$ cat config.mk
export PLATFORM = sky130hd
export DESIGN_NAME = clock_phase_sequencer
export DESIGN_NICKNAME = d
export VERILOG_FILES = /design/src/rtl/clock_phase_sequencer_pkg.sv /design/src/rtl/phase_div_counter.sv /design/src/rtl/clock_phase_sequencer.sv
export SDC_FILE = /design/constraint.sdc
export NUM_CORES = 1
export LEC_CHECK = 0
export CAP_MARGIN = 0
export CORE_AREA = 2 2 52 54
export DETAILED_ROUTE_END_ITERATION = 10
export DIE_AREA = 0 0 54 56
export PLACE_DENSITY = 0.76
export SLEW_MARGIN = 10
export SYNTH_ARGS = -nofsm -noshare
export SYNTH_HDL_FRONTEND = slang
export SYNTH_SLANG_ARGS = --single-unit
export TNS_END_PERCENT = 10
$ cat constraint.sdc
create_clock -name clk -period 3.2 [get_ports clk]
set_clock_uncertainty 0.15 [all_clocks]
set_input_delay 0.64 -clock clk [delete_from_list [all_inputs] [get_ports clk]]
set_output_delay 0.64 -clock clk [all_outputs]
set_load 0.005 [all_outputs]
$ cat src/rtl/clock_phase_sequencer_pkg.sv
// rtl/clock_phase_sequencer_pkg.sv - shared state encodings and defaults for the phase sequencer
package clock_phase_sequencer_pkg;

    localparam int NPHASE_DEF = 4;
    localparam int DIVW_DEF   = 8;

    typedef enum logic [1:0] {
        ST_HALT = 2'd0,
        ST_RUN  = 2'd1,
        ST_STEP = 2'd2
    } seq_state_e;

endpackage

$ cat src/rtl/phase_div_counter.sv
// rtl/phase_div_counter.sv - loadable per-phase down-counter with terminal-count flags
module phase_div_counter
    import clock_phase_sequencer_pkg::*;
#(
    parameter int DIVW = DIVW_DEF
) (
    input  logic            clk,
    input  logic            rst,
    input  logic            load,
    input  logic [DIVW-1:0] load_val,
    input  logic            dec,
    output logic            tc,
    output logic            tc_next
);

    logic [DIVW-1:0] cnt_q, cnt_d;

    always_comb begin
        cnt_d = cnt_q;
        if (load) begin
            cnt_d = load_val;
        end else if (dec && (cnt_q != '0)) begin
            cnt_d = cnt_q - 1'b1;
        end
    end

    always_ff @(posedge clk) begin
        if (rst) begin
            cnt_q <= '0;
        end else begin
            cnt_q <= cnt_d;
        end
    end

    // tc_next lets the parent register a pulse that lines up with the clock where tc is true
    assign tc      = (cnt_q == '0);
    assign tc_next = (cnt_d == '0);

endmodule

$ cat src/rtl/clock_phase_sequencer.sv
// rtl/clock_phase_sequencer.sv - one-hot phase-enable sequencer with run/halt and single-step control
module clock_phase_sequencer
    import clock_phase_sequencer_pkg::*;
#(
    parameter int NPHASE = NPHASE_DEF,
    parameter int DIVW   = DIVW_DEF
) (
    input  logic                      clk,
    input  logic                      rst,
    input  logic [DIVW-1:0]           div_cfg,
    input  logic                      run,
    input  logic                      step_req,
    output logic                      step_ack,
    output logic [NPHASE-1:0]         phase_en,
    output logic [$clog2(NPHASE)-1:0] phase_idx,
    output logic                      cycle_done,
    output logic                      busy,
    output logic                      halted
);

    localparam int IW = $clog2(NPHASE);
    localparam logic [IW-1:0] LAST_IDX = IW'(NPHASE - 1);

    seq_state_e        state_q, state_d;
    logic [IW-1:0]     idx_q, idx_d;
    logic [NPHASE-1:0] phase_en_q, phase_en_d;
    logic              cycle_done_q, cycle_done_d;
    logic              step_ack_q, step_ack_d;
    logic              busy_q, busy_d;
    logic              halted_q, halted_d;
    logic              run_q, run_d;
    logic              step_q, step_d;
    logic              step_prev_q, step_prev_d;

    logic              enter;
    logic              cnt_dec;
    logic              cnt_tc;
    logic              cnt_tc_next;
    logic              step_rise;

    phase_div_counter #(.DIVW(DIVW)) u_div (
        .clk      (clk),
        .rst      (rst),
        .load     (enter),
        .load_val (div_cfg),
        .dec      (cnt_dec),
        .tc       (cnt_tc),
        .tc_next  (cnt_tc_next)
    );

    // run and step_req are registered once; the step request is qualified on its rising edge
    assign run_d       = run;
    assign step_d      = step_req;
    assign step_prev_d = step_q;
    assign step_rise   = step_q & ~step_prev_q;

    always_comb begin
        state_d = state_q;
        idx_d   = idx_q;
        enter   = 1'b0;
        cnt_dec = 1'b0;
        case (state_q)
            ST_HALT: begin
                idx_d = '0;
                if (run_q) begin
                    state_d = ST_RUN;
                    enter   = 1'b1;
                end else if (step_rise) begin
                    state_d = ST_STEP;
                    enter   = 1'b1;
                end
            end
            ST_RUN, ST_STEP: begin
                if (!cnt_tc) begin
                    cnt_dec = 1'b1;
                end else if (idx_q != LAST_IDX) begin
                    idx_d = idx_q + 1'b1;
                    enter = 1'b1;
                end else begin
                    idx_d = '0;
                    if ((state_q == ST_RUN) && run_q) begin
                        enter = 1'b1;
                    end else begin
                        state_d = ST_HALT;
                    end
                end
            end
            default: begin
                state_d = ST_HALT;
                idx_d   = '0;
            end
        endcase
    end

    // Output pulses are computed one clock early so the registered copies land on the right clock
    always_comb begin
        phase_en_d   = enter ? ({{(NPHASE-1){1'b0}}, 1'b1} << idx_d) : '0;
        busy_d       = (state_d != ST_HALT);
        halted_d     = ~busy_d;
        cycle_done_d = busy_d && (idx_d == LAST_IDX) && cnt_tc_next;
        step_ack_d   = cycle_done_d && (state_d == ST_STEP);
    end

    always_ff @(posedge clk) begin
        if (rst) begin
            state_q      <= ST_HALT;
            idx_q        <= '0;
            phase_en_q   <= '0;
            cycle_done_q <= 1'b0;
            step_ack_q   <= 1'b0;
            busy_q       <= 1'b0;
            halted_q     <= 1'b1;
            run_q        <= 1'b0;
            step_q       <= 1'b0;
            step_prev_q  <= 1'b0;
        end else begin
            state_q      <= state_d;
            idx_q        <= idx_d;
            phase_en_q   <= phase_en_d;
            cycle_done_q <= cycle_done_d;
            step_ack_q   <= step_ack_d;
            busy_q       <= busy_d;
            halted_q     <= halted_d;
            run_q        <= run_d;
            step_q       <= step_d;
            step_prev_q  <= step_prev_d;
        end
    end

    assign phase_en   = phase_en_q;
    assign phase_idx  = idx_q;
    assign cycle_done = cycle_done_q;
    assign step_ack   = step_ack_q;
    assign busy       = busy_q;
    assign halted     = halted_q;

endmodule

## Word-level counts from Yosys, hierarchy flattened

Index checks and enable logic that the tools add are counted.

| storage, ports and cells | value |
|---|---|
| flip-flop bits (word level) | 23 |
| output and inout bits | 10 |
| bits of input ports | 12 |
| logic and storage cells | 54 |

| operators by class | value |
|---|---|
| shift-type cells | 1 |
| bitwise gates (word level) | 4 |
| muxes and demuxes | 19 |
| equal/unequal tests | 5 |
| add/sub/neg operators | 2 |
| reductions and logical operators | 12 |

Operators by type and width:

| cell | count |
|---|---|
| logical NOT 8 bit | 2 |
| two-way mux 2 bit | 8 |
| two-way mux 8 bit | 2 |
| nonzero test 8 bit | 1 |
| subtractor 8 x 1 -> 8 bit (second input constant) | 1 |
| two-way mux 1 bit | 7 |
| == test 2 bit (second input constant) | 3 |
| logical AND 1 bit | 5 |
| one-hot mux 2 bit (2 select lines) | 1 |
| OR reduction 2 bit | 2 |
| left shift 1 x 2 -> 4 bit (first input constant) | 1 |
| inverter 1 bit | 3 |
| adder 2 x 1 -> 2 bit (second input constant) | 1 |
| == test 2 x 1 -> 1 bit (second input constant) | 1 |
| logical NOT 2 bit | 1 |
| != test 2 bit (second input constant) | 1 |
| one-hot mux 1 bit (2 select lines) | 1 |
| nonzero test 2 bit | 1 |
| bitwise AND 1 bit | 1 |

## Depth between registers and ports, before layout

| depth | value |
|---|---|
| depth in word-level cells | 10 |
| gate-level depth with buffers | 8 |
| mapped depth without buffers | 7 |

## Hierarchy

From an unflattened synthesis, not the netlist that was laid out.

| second synthesis, totals | value |
|---|---|
| cells, all modules | 134 |
| area total of the unflattened synthesis | 1206.2 sq um |

Modules (own cells, without submodules):

| module | times used | sequential area each (sq um) | area each (sq um) | cells each |
|---|---|---|---|---|
| clock_phase_sequencer | 1 | 300.3 | 650.6 | 67 |
| phase_div_counter | 1 | 160.2 | 555.5 | 67 |

## Least setup slack after synthesis

OpenSTA, ideal clock, no wires.

| timing path | value |
|---|---|
| path kind | register to register |
| start | reg state_q[0] |
| end | reg cycle_done_q (netlist: cycle_done) |
| setup slack | 730 ps |
| path buffers | 0 |
| setup time | 87 ps |
| stages on the path, launching flop included | 8 |
| period minus slack after synthesis | 2470 ps |
| arrival time | 2232 ps |
| required time | 2963 ps |
| cell sequence | dfxtp_1 inv_1 ha_1 nor4b_1 a21boi_0 a311oi_1 a31oi_1 nor4b_2 |

| on the way | value |
|---|---|
| longest elaborated chain between the ends | 9 |
| elaborated cells on any way between the ends | 25 |
| classes of those cells | 3 x eq/ne; 14 x mux; 8 x reduce/logical |

RTL lines:

| what | line | RTL |
|---|---|---|
| from (decl) | clock_phase_sequencer.sv:24 | `seq_state_e state_q, state_d;` |
| from (signal assigned) | clock_phase_sequencer.sv:117 | `state_q <= state_d;` |
| == test 2 x 1 -> 1 bit | clock_phase_sequencer.sv:62, clock_phase_sequencer.sv:81 |  |
| logical AND 1 bit | clock_phase_sequencer.sv:81 | `if ((state_q == ST_RUN) && run_q) begin` |
| two-way mux 1 bit / two-way mux 2 bit (equally long branches) | clock_phase_sequencer.sv:81 |  |
| two-way mux 1 bit / two-way mux 2 bit (equally long branches) | clock_phase_sequencer.sv:76 | `end else if (idx_q != LAST_IDX) begin` |
| two-way mux 1 bit / two-way mux 2 bit (equally long branches) | clock_phase_sequencer.sv:74 | `if (!cnt_tc) begin` |
| one-hot mux 1 bit (2 select lines) / one-hot mux 2 bit (2 select lines) (equally long branches) | clock_phase_sequencer.sv:62 | `case (state_q)` |
| two-way mux 8 bit / nonzero test 2 bit (equally long branches) | phase_div_counter.sv:20, clock_phase_sequencer.sv:98 |  |
| logical NOT 8 bit / logical AND 1 bit (equally long branches) | phase_div_counter.sv:37, clock_phase_sequencer.sv:100 |  |
| logical AND 1 bit (*) | clock_phase_sequencer.sv:100 | `cycle_done_d = busy_d && (idx_d == LAST_IDX) && cnt_tc_next;` |
| to (signal assigned) | clock_phase_sequencer.sv:120 | `cycle_done_q <= cycle_done_d;` |
| to (decl) | clock_phase_sequencer.sv:27 | `logic cycle_done_q, cycle_done_d;` |

Every way passes the cells marked *; elsewhere a longest branch is shown, timed or not.
A chain may end at the register's enable or synchronous reset.

## Worst setup path after layout

| timing path | value |
|---|---|
| start | reg state_q[0] |
| end | reg step_ack_q (netlist: step_ack) |

| on the way | value |
|---|---|
| longest elaborated chain between the ends | 10 |
| elaborated cells on any way between the ends | 27 |
| classes of those cells | 4 x eq/ne; 14 x mux; 9 x reduce/logical |

RTL lines:

| what | line | RTL |
|---|---|---|
| == test 2 x 1 -> 1 bit | clock_phase_sequencer.sv:62, clock_phase_sequencer.sv:81 |  |
| logical AND 1 bit | clock_phase_sequencer.sv:81 |  |
| two-way mux 1 bit / two-way mux 2 bit (equally long branches) | clock_phase_sequencer.sv:81 |  |
| two-way mux 1 bit / two-way mux 2 bit (equally long branches) | clock_phase_sequencer.sv:76 |  |
| two-way mux 1 bit / two-way mux 2 bit (equally long branches) | clock_phase_sequencer.sv:74 |  |
| one-hot mux 1 bit (2 select lines) / one-hot mux 2 bit (2 select lines) (equally long branches) | clock_phase_sequencer.sv:62 |  |
| two-way mux 8 bit / nonzero test 2 bit (equally long branches) | phase_div_counter.sv:20, clock_phase_sequencer.sv:98 |  |
| logical NOT 8 bit / logical AND 1 bit (equally long branches) | phase_div_counter.sv:37, clock_phase_sequencer.sv:100 |  |
| logical AND 1 bit | clock_phase_sequencer.sv:100 |  |
| logical AND 1 bit (*) | clock_phase_sequencer.sv:101 | `step_ack_d = cycle_done_d && (state_d == ST_STEP);` |
| to (signal assigned) | clock_phase_sequencer.sv:121 | `step_ack_q <= step_ack_d;` |
| to (decl) | clock_phase_sequencer.sv:28 | `logic step_ack_q, step_ack_d;` |

Marks and branches as above.

==> results.cfg <==
[status]
outcome = finished clean

[logic_synthesis]
synth_cell_types = 40
syn_area_sq_um = 1210
ys_warn_count = 0
yosysSeqAreaShare = 0.379
synth-seq-cells = 23
syn_avg_cell_area_sq_um = 8.56
syn_nets = 159
synthCells = 142

[floorplan]
start_util = 0.499
fp.dieArea_sq_um = 3020
io_pins = 22
core_region_area_sq_um = 2430
dieHeight_microns = 56
row_count = 18
die_x_microns = 54

[hold_path]
hold_path_class = reg2reg
hold_depth = 1
hold_start = step_prev_d
hold_end = step_prev_q

[grt]
gr-usage-met1 = 0.305
met3_usage = 0.0296
grt_pass1_wl_mm = 4.97
antenna_found_initial = 0
first_global_vias = 1065
grtUsageTotal = 0.216
top_usage_layer = met2
grt-ovfl-total = 0
grt_util_met2 = 0.343
grt_max_degree = 19

[final_layout]
drive_gt1_frac = 0.119
regArea_sq_um = 460
multi_input_area_sq_um = 713
fill_cells = 217
stdcell_count = 198
diodes = 0
fin_nets = 186
syn2layout_area_growth_pct = 24.4

[clock_network]
htree_levels = 1
cts_hold_buffers = 0
cts_buffer_depth = 2
cts_buffers = 3
root_buffer = clkbuf_4
cts_tree = done
cts.clk_slew.worst_paths_ps = 120
clock-sinks = 23
post_cts_buffers = 0
cts_resized = 0
insertion_delay_ps = 310

[timing]
period_minus_slack_ps = 2810
setup_violations = 0
setup_slack_ps = 388
final-hold-violation-count = 0
final_max_slew_viol_count = 0
timing.fmax_mhz = 356
max-slew-margin-rel = 0.255
rsz0062_at_grt = false
tightest_slew_ps = 1090
finalSetupTns_ps = 0
post-route-period-util = 0.879

[setup_path]
crit_chain = inv_1, ha_1, inv_1, a31o_2, a2111oi_0, nand2_1, nor4_2
cp_num_buf_inv = 2
path_delay_family = compound AO/OA/AOI/OAI gates
critical-path-slowest-cell = a2111oi_0
worstPathArrival_ps = 2890
r2r_cells = 7
path_class = reg2reg
r2r_slack_ps = 390
critPathLaunchType = flip-flop
max_stage_delay_ps = 940
cp_common_cell = inv_1
end_kind = flip-flop
timing.rr.end = step_ack
required_ps = 3280
r2r_start = state_q[0]
worstPathMaxFanout = 13

[routing]
wl_per_cell_microns = 15.0
ant_nets = 0
route.detailed.drc = 0
wl_mm = 2.96
vias = 1166
first_pass_iters = 5
avgViaCountPerCell = 5.89
drtIter0Drc = 29

[place]
dp_cells = 194
placement.io_buffers = 21
place_congestion = 0.901
dpl.hpwl_mm = 2.24
preCtsSetupSlack_ps = 519

[power]
total_leakage_power_nw = 0.562
finalPower_uw = 777
ir_drop_mv = 0.375
power_density_nw_per_um2 = 514

[job]
max-cap-violations = 0
cell type report:
cell class | count | share of cell area
sequential | 23 | 0.305
clock buffer | 4 | 0.0174
timing repair buffer | 26 | 0.164
inverter | 7 | 0.0174
multi-input combinational | 108 | 0.472
tap | 30 | 0.0248
layer usage:
metal,routed length [microns],vias to the layer above
li1,-,574
met2,1360,50
met1,1370,532
met4,67,0
met3,167,10
met5,0,-
sequential cells by signal, summed over array words and instances, names as in the netlist:
register	flops
halted	1
u_div.cnt_q	8
step_prev_q	1
step_ack	1
phase_idx	2
run_q	1
phase_en	4
busy	1
cycle_done	1
step_prev_d	1
state_q	2
metrics by stage:
stage / utilization / hold WS [ps] / cell area, sq um
3_5_place_dp: 0.611 / 304 / 1490
3_3_place_gp: 0.611 / 294 / 1490
4_1_cts: 0.621 / 327 / 1510
2_1_floorplan: - / 280 / 1210
5_1_grt: 0.621 / 334 / 1510
6_report: 0.621 / 323 / 1510
worst max-delay path by stage:
stage | start | end | slack, ps | cells after the start
6_report | state_q[0] | step_ack | 390 | 7
5_1_grt | state_q[0] | cycle_done | 220 | 8
4_1_cts | state_q[0] | step_ack | 490 | 7
3_5_place_dp | state_q[0] | step_ack | 520 | 7
3_3_place_gp | state_q[0] | cycle_done | 610 | 8
2_1_floorplan | state_q[0] | cycle_done | 730 | 7
synthesized netlist by cell type:
| cell | n | area [sq um] |
|---|---|---|
| o21ai_0 | 5 | 25.0 |
| nor2_1 | 22 | 82.6 |
| nor3b_1 | 1 | 7.51 |
| a211o_1 | 1 | 8.76 |
| nor4_1 | 2 | 12.5 |
| a21oi_1 | 4 | 20.0 |
| o21a_1 | 2 | 15.0 |
| a31oi_1 | 3 | 18.8 |
| a31o_2 | 1 | 8.76 |
| nor3_1 | 6 | 30.0 |
| a2111oi_0 | 2 | 17.5 |
| ha_1 | 5 | 62.6 |
| and2_1 | 2 | 12.5 |
| a21boi_0 | 2 | 15.0 |
| xnor2_1 | 2 | 17.5 |
| or4_1 | 1 | 7.51 |
| nor4b_2 | 1 | 15.0 |
| nor4_2 | 1 | 12.5 |
| nor2b_1 | 5 | 31.3 |
| nor4b_1 | 1 | 8.76 |
| a2111o_1 | 1 | 11.3 |
| dfxtp_1 | 23 | 460 |
| inv_1 | 7 | 26.3 |
| nand2_1 | 10 | 37.5 |
| a311oi_1 | 1 | 8.76 |
| or2_2 | 2 | 12.5 |
| o2111ai_1 | 2 | 17.5 |
| mux2i_1 | 2 | 20.0 |
| nand3_1 | 3 | 15.0 |
| clkbuf_1 | 4 | 15.0 |
| nand3b_1 | 1 | 7.51 |
| a211oi_2 | 1 | 12.5 |
| a32oi_1 | 1 | 8.76 |
| o32a_1 | 1 | 10.0 |
| or3b_2 | 1 | 8.76 |
| nand2b_1 | 2 | 12.5 |
| or4_4 | 2 | 22.5 |
| mux2_2 | 3 | 33.8 |
| a21o_1 | 1 | 7.51 |
| a211oi_1 | 5 | 37.5 |
report_power, final:
| group | leakage, nW | switching, mW | internal, mW |
|---|---|---|---|
| clock | 0.0150 | 0.0865 | 0.0486 |
| combinational | 0.358 | 0.163 | 0.137 |
| sequential | 0.189 | 0.0281 | 0.315 |
cells in the final DEF, fill, tap and decap left out, types with 3 or more instances in the layout:
cell             count
a21oi_1              4
ha_1                 5
nand3_1              3
buf_4                5
o21ai_0              5
dfxtp_1             23
inv_1                7
a211oi_1             5
clkbuf_4             3
clkdlybuf4s50_1     21
mux2_2               3
nor3_1               6
a31oi_1              3
nor2_1              22
nand2_1             10
nor2b_1              5
cells by family after synthesis:
group,Yosys count,share of synthesized area
compound gates,33,0.200
flops,23,0.379
mux,5,0.0443
buf+inv,11,0.0340
xor+xnor,2,0.0144
simple gates,63,0.277
fa+ha+maj,5,0.0515
Note: power is estimated with default switching activity, not from simulation.
